<file path="config.mk">
export PLATFORM = sky130hd
export DESIGN_NAME = note_seq_ctrl
export DESIGN_NICKNAME = d
export VERILOG_FILES = /design/src/rtl/note_seq_pkg.sv /design/src/rtl/note_seq_ctrl_dur_counter.sv /design/src/rtl/note_seq_ctrl.sv
export SDC_FILE = /design/constraint.sdc
export NUM_CORES = 1
export LEC_CHECK = 0
export ABC_CLOCK_PERIOD_IN_PS = 3000
export BUFFER_PORTS_ARGS = -buffer_cell sky130_fd_sc_hd__buf_2
export CORE_MARGIN = 8
export CORE_UTILIZATION = 43
export CTS_CLUSTER_SIZE = 20
export DETAILED_ROUTE_END_ITERATION = 10
export MAX_ROUTING_LAYER = met4
export PLACE_DENSITY = 0.75
export SYNTH_ARGS = -nofsm -noshare
export SYNTH_HDL_FRONTEND = slang
export SYNTH_SLANG_ARGS = --single-unit
</file>
<file path="constraint.sdc">
create_clock -name clk -period 3 [get_ports clk]
set_input_delay 0 -clock clk [delete_from_list [all_inputs] [get_ports clk]]
set_output_delay 0 -clock clk [all_outputs]
set_load 0.03 [all_outputs]
</file>
<file path="src/rtl/note_seq_pkg.sv">
// Shared types and constants for the note sequencer.
package note_seq_pkg;

   localparam int ADDR_W_DEF = 5;
   localparam int NOTE_W_DEF = 6;
   localparam int DUR_W_DEF  = 6;

   // A ROM slot whose duration field holds this value marks the end of the song.
   localparam int END_DUR = 0;

   typedef enum logic [2:0] {
      S_IDLE  = 3'd0,
      S_FETCH = 3'd1,
      S_LOAD  = 3'd2,
      S_PLAY  = 3'd3,
      S_GAP   = 3'd4,
      S_DONE  = 3'd5
   } state_e;

endpackage

</file>
<file path="src/rtl/note_seq_ctrl_dur_counter.sv">
// Beat down-counter for the note currently sounding.
// Restart clear wins over load, load wins over decrement; decrement stops at zero.
module dur_counter
   import note_seq_pkg::*;
#(
   parameter int DUR_W = DUR_W_DEF
) (
   input  logic             clk_i,
   input  logic             rst_ni,
   input  logic             clr_i,
   input  logic             load_i,
   input  logic [DUR_W-1:0] load_val_i,
   input  logic             dec_i,
   output logic             zero_o,
   output logic             one_o
);

   logic [DUR_W-1:0] cnt_q, cnt_d;

   // Count register.
   always_ff @(posedge clk_i or negedge rst_ni) begin
      if (!rst_ni) cnt_q <= '0;
      else         cnt_q <= cnt_d;
   end

   // Next count.
   always_comb begin
      cnt_d = cnt_q;
      if (clr_i)                         cnt_d = '0;
      else if (load_i)                   cnt_d = load_val_i;
      else if (dec_i && (cnt_q != '0))   cnt_d = cnt_q - DUR_W'(1);
   end

   assign zero_o = (cnt_q == '0);
   assign one_o  = (cnt_q == DUR_W'(1));

endmodule

</file>
<file path="src/rtl/note_seq_ctrl.sv">
// Note sequencer: fetches {note, duration} slots from a song ROM and plays
// each note for its duration in beats from an external beat counter.
// Build option NOTE_GAP_EN: when defined, every note end spends one cycle in
// GAP (note silent) before fetching the next slot; otherwise it goes straight
// to FETCH and GAP is never entered.
//
// state | meaning
// IDLE  | waiting for play; beat counter held clear
// FETCH | ROM request outstanding at rom_addr
// LOAD  | examine fetched slot; end marker or start of note
// PLAY  | note sounding while play=1; paused (silent, beats ignored) while play=0
// GAP   | one-cycle articulation silence between notes
// DONE  | song finished; waits for restart
module note_seq_ctrl
   import note_seq_pkg::*;
#(
   parameter int ADDR_W = ADDR_W_DEF,
   parameter int NOTE_W = NOTE_W_DEF,
   parameter int DUR_W  = DUR_W_DEF
) (
   input  logic                    clk,
   input  logic                    rst,
   input  logic                    play,
   input  logic                    restart,
   input  logic                    beat_done,
   output logic                    beat_clr,
   output logic                    rom_req,
   input  logic                    rom_ack,
   output logic [ADDR_W-1:0]       rom_addr,
   input  logic [NOTE_W+DUR_W-1:0] rom_data,
   output logic [NOTE_W-1:0]       note,
   output logic                    note_valid,
   output logic                    new_note,
   output logic                    song_done
);

`ifdef NOTE_GAP_EN
   localparam bit GAP_EN = 1'b1;
`else
   localparam bit GAP_EN = 1'b0;
`endif

   state_e                    state_q, state_d;
   logic [ADDR_W-1:0]         addr_q, addr_d;
   logic [NOTE_W+DUR_W-1:0]   data_q, data_d;
   logic [NOTE_W-1:0]         note_q, note_d;
   logic                      new_note_q, new_note_d;

   logic                      dur_clr, dur_load, dur_dec;
   logic                      dur_zero, dur_one;
   logic [DUR_W-1:0]          slot_dur;
   logic [NOTE_W-1:0]         slot_note;

   assign slot_dur  = data_q[DUR_W-1:0];
   assign slot_note = data_q[DUR_W +: NOTE_W];

   dur_counter #(.DUR_W(DUR_W)) u_dur (
      .clk_i      (clk),
      .rst_ni     (rst),
      .clr_i      (dur_clr),
      .load_i     (dur_load),
      .load_val_i (slot_dur),
      .dec_i      (dur_dec),
      .zero_o     (dur_zero),
      .one_o      (dur_one)
   );

   // State and datapath registers.
   always_ff @(posedge clk or negedge rst) begin
      if (!rst) begin
         state_q    <= S_IDLE;
         addr_q     <= '0;
         data_q     <= '0;
         note_q     <= '0;
         new_note_q <= 1'b0;
      end else begin
         state_q    <= state_d;
         addr_q     <= addr_d;
         data_q     <= data_d;
         note_q     <= note_d;
         new_note_q <= new_note_d;
      end
   end

   // Next-state and datapath control; restart overrides every state.
   always_comb begin
      state_d    = state_q;
      addr_d     = addr_q;
      data_d     = data_q;
      note_d     = note_q;
      new_note_d = 1'b0;
      dur_clr    = 1'b0;
      dur_load   = 1'b0;
      dur_dec    = 1'b0;
      if (restart) begin
         state_d = S_IDLE;
         addr_d  = '0;
         note_d  = '0;
         dur_clr = 1'b1;
      end else begin
         case (state_q)
            S_IDLE: begin
               if (play) state_d = S_FETCH;
            end
            S_FETCH: begin
               if (rom_ack) begin
                  data_d  = rom_data;
                  state_d = S_LOAD;
               end
            end
            S_LOAD: begin
               if (slot_dur == DUR_W'(END_DUR)) begin
                  state_d = S_DONE;
               end else begin
                  dur_load   = 1'b1;
                  note_d     = slot_note;
                  new_note_d = 1'b1;
                  state_d    = S_PLAY;
               end
            end
            S_PLAY: begin
               if (play && beat_done) begin
                  dur_dec = 1'b1;
                  // zero only guards against a corrupted count; it cannot hang the note
                  if (dur_one || dur_zero) begin
                     if (addr_q == '1) begin
                        state_d = S_DONE;
                     end else begin
                        addr_d  = addr_q + ADDR_W'(1);
                        state_d = GAP_EN ? S_GAP : S_FETCH;
                     end
                  end
               end
            end
            S_GAP:   state_d = S_FETCH;
            S_DONE:  state_d = S_DONE;
            default: state_d = S_IDLE;
         endcase
      end
   end

   // Outputs decoded from the registered state.
   always_comb begin
      rom_req    = (state_q == S_FETCH);
      note_valid = (state_q == S_PLAY) && play;
      song_done  = (state_q == S_DONE);
      beat_clr   = (state_q == S_IDLE) || (state_q == S_DONE) || (state_q == S_LOAD) ||
                   ((state_q == S_PLAY) && !play);
   end

   assign rom_addr = addr_q;
   assign note     = note_q;
   assign new_note = new_note_q;

endmodule
</file>
; Yosys cells after proc, flatten, opt, wreduce, memory -nomap -nowiden
; Index checks and enable logic that the tools add are counted.
[word_totals]
reg_bits = 33
output_inout_bits = 16
[classes]
eq_ne = 13
addsub = 2
n_bitwise = 1
mux = 26
n_reduce_logical = 22
[op_table]
columns = operator, count
row1 = $mux 6, 6
row2 = $mux 5, 5
row3 = $mux 3, 7
row4 = $pmux 3 s6, 1
row5 = $logic_not 6->1, 2
row6 = $ne 3x3->1 const B, 3
row7 = $reduce_and 4->1, 2
row8 = $reduce_bool 2->1, 4
row9 = $mux 1, 7
row10 = $eq 3x2->1 const B, 2
row11 = $eq 3x3->1 const B, 2
row12 = $eq 6x1->1 const B, 1
row13 = $reduce_bool 6->1, 1
row14 = $sub 6x1->6 const B, 1
row15 = $add 5x1->5 const B, 1
row16 = $eq 5x5->1 const B, 1
row17 = $logic_and 1x1->1, 4
row18 = $logic_or 1x1->1, 4
row19 = $ne 2x2->1 const B, 2
row20 = $eq 3x1->1 const B, 1
row21 = $logic_not 3->1, 1
row22 = $ne 3x2->1 const B, 1
row23 = $reduce_and 3->1, 1
row24 = $reduce_bool 3->1, 1
row25 = 3 further kinds, 3

; Longest topological paths before layout
; Gate-level depths: netlist of run 1.
[logic_depth]
depth_word = 8
mapped_depth = 8
ltp_nobuf = 7

; Modules after synthesis
; From an unflattened synthesis of run 1, not the netlist that was laid out.
[unflattened]
cells_unflattened = 177
hier_area_um2 = 1811.7
[by_module_without_submodules]
columns = mod, n_inst, area_per_inst_um2, cells_each, seq_area_each_um2
row1 = note_seq_ctrl, 1, 1357.6, 122, 675.6
row2 = dur_counter, 1, 454.2, 55, 150.1

; Least setup slack after synthesis of run 1
; No wires, ideal clock.
[synth_path]
path_kind = register to register
start = register addr_q[0], in the netlist rom_addr[0]
end = register addr_q[3], in the netlist rom_addr[3]
path_slack_ps = 425
period_less_slack_ps = 2575
setup_ps = 78
n_path_buf = 1
stages_incl_launch_ff = 9
arrival_ps = 2496
cell_sequence = dfrtp_1 -> ha_1 -> and3_1 -> ha_1 -> or4bb_1 -> or3_1 -> buf_2 -> or3_1 -> a21oi_1
[synth_between]
elab_chain_len = 6
elab_cells_between_ends = 9
classes_between = add/sub: 1 / eq/ne: 2 / mux: 5 / reduce/logical: 1
[synth_lines]
columns = element, line_no
row1 = start: declaration, note_seq_ctrl.sv:44  ; logic [ADDR_W-1:0] addr_q, addr_d;
row2 = start signal: assignment, note_seq_ctrl.sv:78  ; addr_q <= addr_d;
row3 = $add 5x1->5, note_seq_ctrl.sv:129  ; addr_d = addr_q + ADDR_W'(1);
row4 = $mux 5, note_seq_ctrl.sv:126  ; if (addr_q == '1) begin
row5 = $mux 5, note_seq_ctrl.sv:125  ; if (dur_one || dur_zero) begin
row6 = $mux 5, note_seq_ctrl.sv:122  ; if (play && beat_done) begin
row7 = $mux 5, note_seq_ctrl.sv:101  ; case (state_q)
row8 = $mux 5, note_seq_ctrl.sv:95  ; if (restart) begin
; Several ways; a longest one is shown, not always the timed one. The select of a mux whose other input is x is not followed.
; A chain may end at the register's enable or synchronous reset.

; Final worst setup path of run 1
; Ends and elaborated chain as after synthesis.

==> out/metrics.csv, run 1 <==
metric;value;unit
numCtsBuffers;5;
worst_slew_pin_slew;0.702;ns
synth.largest_area_cell;dfrtp_1;
drive_gt1_frac;0.243;
hold_end;state_q[0]$_DFFE_PN0P_;
endpoint_kind;register;
timing.rr.start;rom_addr[0]$_DFFE_PN0P_;
die_w;78.6;um
syn_inst;157;
start_util;0.454;
synth_most_common_cell;dfrtp_1;
crit_fanout;5;
firstDrtPassIters;4;
grt_max_degree;34;
rsz0062_at_grt;false;
min_period_over_period;0.840;
slew_violations;0;
drtIter0Drc;115;
track_usage;0.131;
rows;22;
dp_hpwl;2.70;mm
netlist_area;0.00169;mm^2
postCtsResizedCells;0;
grt_pass1_vias;1335;
slew_headroom;0.532;
grt_antenna_before_repair;0;
ant_nets;0;
cts_setup_buffers;0;
wl_per_cell;14.9;um
synth_area_leaders;dfrtp_1 49%, mux2_1 6.0%, ha_1 3.7%;
cts_buffer_depth;2;
clk_latency;0.28;ns
fp.coreArea;0.00372;mm^2
area_delta_synth_final;25.6;%
synthFlopType;dfrtp_1;
synthArstFlopShare;1.00;
startpoint_type;register;
grt_pass1_wl;6.35;mm
required;3.21;ns
viasPerCell;5.48;
synth-edff-count;0;
cts_max_level;2;
dieArea;0.00618;mm^2
tns;0;ns
hold_depth;4;
critPathMaxStageDelay;0.48;ns
fin_skew;0.00807;ns
power.density;623;mW/mm^2
cts_tree;done;
drc;0;
worstHoldStart;rom_ack;
cp.arrival;2.73;ns
max_freq;397;MHz
setup_violations;0;
place.gp.congestion;0.863;
nFillCells;316;
r2r_setup_slack;0.48;ns
period_minus_slack;2.52;ns
yosys_register_bits;33;
max_cap_viol_count;0;
portBuffers;33;
path_class;register to register;
synth.avg_cell_area;10.7;um^2
slowest_stage;or4bb_1;
synth_top_area_frac;0.490;
num_antenna_cells;0;
hold_viol_final;0;
io_pins;34;
ys.warnings.count;0;
fin_nets;228;
ctsRootBufferMaster;clkbuf_8;
ys_top_cells_by_count;33 x dfrtp_1, 11 x nor2_1, 9 x mux2_1;
leakagePower;1.01;nW
hold_path.class;input pin to register;
path_cells;ha_1 -> and3_1 -> ha_1 -> or4bb_1 -> or3_1 -> or3_1 -> a21oi_1;
synth-seq-area-share;0.490;
r2r_cells;7;
overflow;0;
wirelength;3.79;mm
status;complete, no violations;
vias;1392;
final_util;0.570;
multi_input_area;798;um^2
register_area;826;um^2
ir_drop;356;uV
path_clk_slew;0.07;ns
syn_nets;180;
ys_types;45;
dieHeight;78.6;um
cts_sinks;33;
r2r-end;rom_addr[3]$_DFFE_PN0P_;
## cells in the final DEF (no fill, tap or decap), drive strengths merged, types with 4 or more instances in the layout
master / n
buf: 36
dfrtp: 33
dlygate4sd3: 13
mux2: 12
nor2: 11
inv: 8
nor4: 7
a21oi: 7
o21ai: 7
a22o: 6
nand2: 6
ha: 5
clkbuf: 5
nand3b: 4
## logic make-up after synthesis
| family | count (synthesis) | share of synthesized area |
|---|---|---|
| fa+ha+maj | 5 | 0.0371 |
| compound gates | 37 | 0.154 |
| buf+inv | 16 | 0.0371 |
| simple gates | 49 | 0.174 |
| flops | 33 | 0.490 |
| xor+xnor | 2 | 0.0104 |
| mux | 15 | 0.0979 |
## worst max-delay path, delay by kind of cell, from the launching register on
| family | cells | cell delay [ns] |
|---|---|---|
| compound gates | 1 | 0.14 |
| fa+ha+maj | 2 | 0.40 |
| flops | 1 | 0.42 |
| simple gates | 4 | 1.48 |
## power by group
| group | internal, mW | total (mW) | switching [mW] |
|---|---|---|---|
| sequential | 0.551 | 0.651 | 0.100 |
| combinational | 0.163 | 0.342 | 0.179 |
| clock | 0.160 | 0.327 | 0.167 |
## routing by layer
layer  up-vias  share of wire  GRT usage
met5         -              0          -
met4         0         0.0069     0.0463
met3         5          0.067     0.0433
met2        49           0.45      0.187
met1       654           0.48      0.169
li1        684              -          -
## sequential cells by signal (all words and copies together), names as in the netlist
signal and cells:
data_q 12, new_note 1, note 6, rom_addr 5, state_q 3, u_dur.cnt_q 6
## stage by stage
stage,worst slack [ns],power (mW),hold WS [ns],std cells,area (um^2)
2_1_floorplan,0.425,0.877,-0.296,157,1690
4_1_cts,0.480,1.33,0.0426,254,2120
6_report,0.480,1.32,0.0528,254,2120
5_1_grt,0.358,1.40,0.0787,254,2120
3_3_place_gp,0.554,0.975,0.0925,233,1900
3_5_place_dp,0.502,0.988,0.0984,233,1900
## worst max path at each step
stage                                  from                       to  slack, ns  cells after the start
floorplan           rom_addr[0]$_DFFE_PN0P_  rom_addr[3]$_DFFE_PN0P_       0.43                      8
CTS                 rom_addr[0]$_DFFE_PN0P_  rom_addr[3]$_DFFE_PN0P_       0.48                      7
detailed placement  rom_addr[0]$_DFFE_PN0P_  rom_addr[3]$_DFFE_PN0P_       0.50                      7
global placement    rom_addr[0]$_DFFE_PN0P_  rom_addr[3]$_DFFE_PN0P_       0.55                      7
global route        rom_addr[0]$_DFFE_PN0P_  rom_addr[3]$_DFFE_PN0P_       0.36                      7
finish              rom_addr[0]$_DFFE_PN0P_  rom_addr[3]$_DFFE_PN0P_       0.48                      7
## final cells by class
| type | instances | area share |
|---|---|---|
| inverter | 8 | 0.0142 |
| multi-input combinational | 108 | 0.377 |
| tap | 48 | 0.0284 |
| clock inverter | 3 | 0.00827 |
| timing repair buffer | 49 | 0.150 |
| clock buffer | 5 | 0.0325 |
| sequential | 33 | 0.390 |
## timing repair
item / CTS / global route
hold buffers: 13 / 0
setup endpoints to repair: 0 / 0
endpoints found under the hold margin: 45 / 0
Power figures use the tool's default switching activity.
==> run 2: changes to the inputs <==
--- a/config.mk
+++ b/config.mk
@@ -5,7 +5,7 @@
 export SDC_FILE = /design/constraint.sdc
 export NUM_CORES = 1
 export LEC_CHECK = 0
-export ABC_CLOCK_PERIOD_IN_PS = 3000
+export ABC_CLOCK_PERIOD_IN_PS = 2400
 export BUFFER_PORTS_ARGS = -buffer_cell sky130_fd_sc_hd__buf_2
 export CORE_MARGIN = 8
 export CORE_UTILIZATION = 43
==> constraint.sdc (replaced) <==
create_clock -name clk -period 2.4 [get_ports clk]
set_input_delay 0 -clock clk [delete_from_list [all_inputs] [get_ports clk]]
set_output_delay 0 -clock clk [all_outputs]
set_load 0.03 [all_outputs]
==> run 2 against run 1 <==
  * Sequential power is 25% higher
  * Largest cell class is now multi-input gates
  * Critical path depth is the same
  * Via count is 4.7% higher
  * Cell area grew 4.4%
  * Flip-flop and latch count is the same
  * Setup slack got worse by 0.47 ns
  * Maximum frequency up 5.5%
  * Highest routed layer unchanged
==> out/metrics.csv, run 2 (synthesis gave the netlist of run 1 again) <==
metric;value;unit;change
status;complete, no violations;;
leakagePower;1.03;nW;+2.2%
worst_slew_pin_slew;0.718;ns;+0.0160 ns
max_cap_viol_count;0;;unchanged
final_common_cell;buf_2;;
die_w;78.6;um;unchanged
cp-endpoint;rom_addr[3]$_DFFE_PN0P_;;
required;2.61;ns;-0.60 ns
drive_gt1_frac;0.303;;+0.0606
cts_buffer_depth;2;;unchanged
nFillCells;322;;+1.9%
fin_skew;0.00697;ns;-0.00110 ns
worst_hold_slack;0.0237;ns;-0.0291 ns
ant_nets;0;;unchanged
path_class;register to register;;
crit_fanout;4;;-1
dieArea;0.00618;mm^2;unchanged
fin_nets;233;;+2.2%
r2r_cells;7;;unchanged
placed_cells;236;;+1.3%
startpoint;rom_addr[0]$_DFFE_PN0P_;;
grt_pass1_vias;1387;;+3.9%
dp_hpwl;2.74;mm;+1.6%
slowest_stage;or4bb_1;;
drtIter0Drc;97;;-16%
path_delay_family;simple AND/OR/NAND/NOR gates;;
grt_antenna_before_repair;0;;unchanged
max_freq;419;MHz;+5.5%
portBuffers;33;;unchanged
io_pins;34;;unchanged
ctsRootBufferMaster;clkbuf_8;;
largest_reg_flops;12;;unchanged
power.density;743;mW/mm^2;+19%
rows;22;;unchanged
hold_viol_final;0;;unchanged
slew_headroom;0.521;;-0.0107
path_clk_slew;0.07;ns;about the same
area_delta_synth_final;31.1;%;
setup_ws;0.0116;ns;-0.469 ns
numCtsBuffers;5;;unchanged
track_usage;0.132;;+0.00144
place_ws;0.0701;ns;-0.432 ns
final_cells;259;;+2.0%
startpoint_type;register;;
hold_path.class;input pin to register;;
endpoint_kind;register;;
cts_tree;done;;
setup_violations;0;;unchanged
finalInstanceArea;0.00221;mm^2;+4.4%
cp.depth;7;;unchanged
period_minus_slack;2.39;ns;-0.131 ns
r2r-end;rom_addr[3]$_DFFE_PN0P_;;
place.gp.congestion;0.850;;-1.5%
overflow;0;;unchanged
cp_num_buf_inv;0;;unchanged
wirelength;4.09;mm;+7.8%
viasPerCell;5.63;;+2.7%
clk_latency;0.28;ns;about the same
top_register;data_q;;
cp.arrival;2.60;ns;-0.13 ns
vias;1458;;+4.7%
dieHeight;78.6;um;unchanged
critPathMaxStageDelay;0.52;ns;+0.04 ns
r2r_setup_slack;0.01;ns;-0.47 ns
path_cells;ha_4 -> and3_4 -> ha_4 -> or4bb_1 -> or3_4 -> or3_4 -> a21oi_2;;
wl_per_cell;15.8;um;+5.7%
rsz0062_at_grt;true;;
grt_pass1_wl;6.44;mm;+1.3%
timing.rr.start;rom_addr[0]$_DFFE_PN0P_;;
firstDrtPassIters;6;;+2
cts_sinks;33;;unchanged
dpl_cell_area;0.00193;mm^2;+1.7%
slew_violations;0;;unchanged
fp.coreArea;0.00372;mm^2;unchanged
grt_max_degree;34;;unchanged
final_cell_mix;33 x buf_2, 31 x dfrtp_1, 13 x dlygate4sd3_1;;
cts_max_level;2;;unchanged
num_antenna_cells;0;;unchanged
min_period_over_period;0.995;;+0.155
start_util;0.454;;unchanged
ir_drop;535;uV;+50%
drc;0;;unchanged
[run 2: final cells by class]
cell class | instances | area, um^2 | share of cell area
Multi-Input combinational cell | 108 | 851 | 0.385
Sequential cell | 33 | 828 | 0.375
Timing Repair Buffer | 54 | 359 | 0.162
Clock buffer | 6 | 72.6 | 0.0328
Tap cell | 48 | 60.1 | 0.0272
Inverter | 8 | 30.0 | 0.0136
Clock inverter | 2 | 10.0 | 0.00453
[run 2: power by group]
part	switching, mW	internal (mW)	total [mW]	leakage (nW)
Combinational	0.225	0.209	0.434	0.554
Sequential	0.127	0.689	0.816	0.429
Clock	0.192	0.201	0.393	0.0450
[run 2: worst min-delay path by stage]
| stage | from | to | slack [ns] | cells after the start |
|---|---|---|---|---|
| after detailed placement | rst | data_q[0]$_DFFE_PN0P_ | 0.09 | 1 |
| after global routing | rom_ack | state_q[0]$_DFFE_PN0P_ | 0.05 | 4 |
| after floorplan | rst | data_q[0]$_DFFE_PN0P_ | -0.30 | 0 |
| after CTS | rom_ack | state_q[0]$_DFFE_PN0P_ | 0.006 | 4 |
| final | rom_ack | state_q[0]$_DFFE_PN0P_ | 0.02 | 4 |
| after global placement | rst | data_q[8]$_DFFE_PN0P_ | 0.1 | 1 |
[run 2: worst min-delay path, cell delays in order]
cell and delay, ns:
buf_2 0.10, nor2_1 0.04, nand2_1 0.05, o21ai_0 0.07
[run 2: metal layers]
| layer | global-route usage | vias to the layer above | part of all wire | wire length [um] |
|---|---|---|---|---|
| li1 | - | 688 | - | - |
| met1 | 0.151 | 722 | 0.45 | 1850 |
| met2 | 0.215 | 44 | 0.48 | 1970 |
| met3 | 0.0319 | 4 | 0.054 | 219 |
| met4 | 0.0611 | 0 | 0.0098 | 40 |
| met5 | - | - | 0 | 0 |
[run 2: what timing repair did]
action,in CTS,in global routing
hold buffers,13,0
endpoints found under the setup margin,0,2
hold endpoints to repair,45,0
buffers inserted,0,2
gates resized for setup,0,9
[run 2: stage by stage]
stage | TNS, ns | power, mW | util
floorplan | -0.0880 | 1.10 | -
CTS | 0 | 1.66 | 0.578
global route | -0.0703 | 1.73 | 0.595
global placement | 0 | 1.22 | 0.521
detailed placement | 0 | 1.24 | 0.521
finish | 0 | 1.64 | 0.595
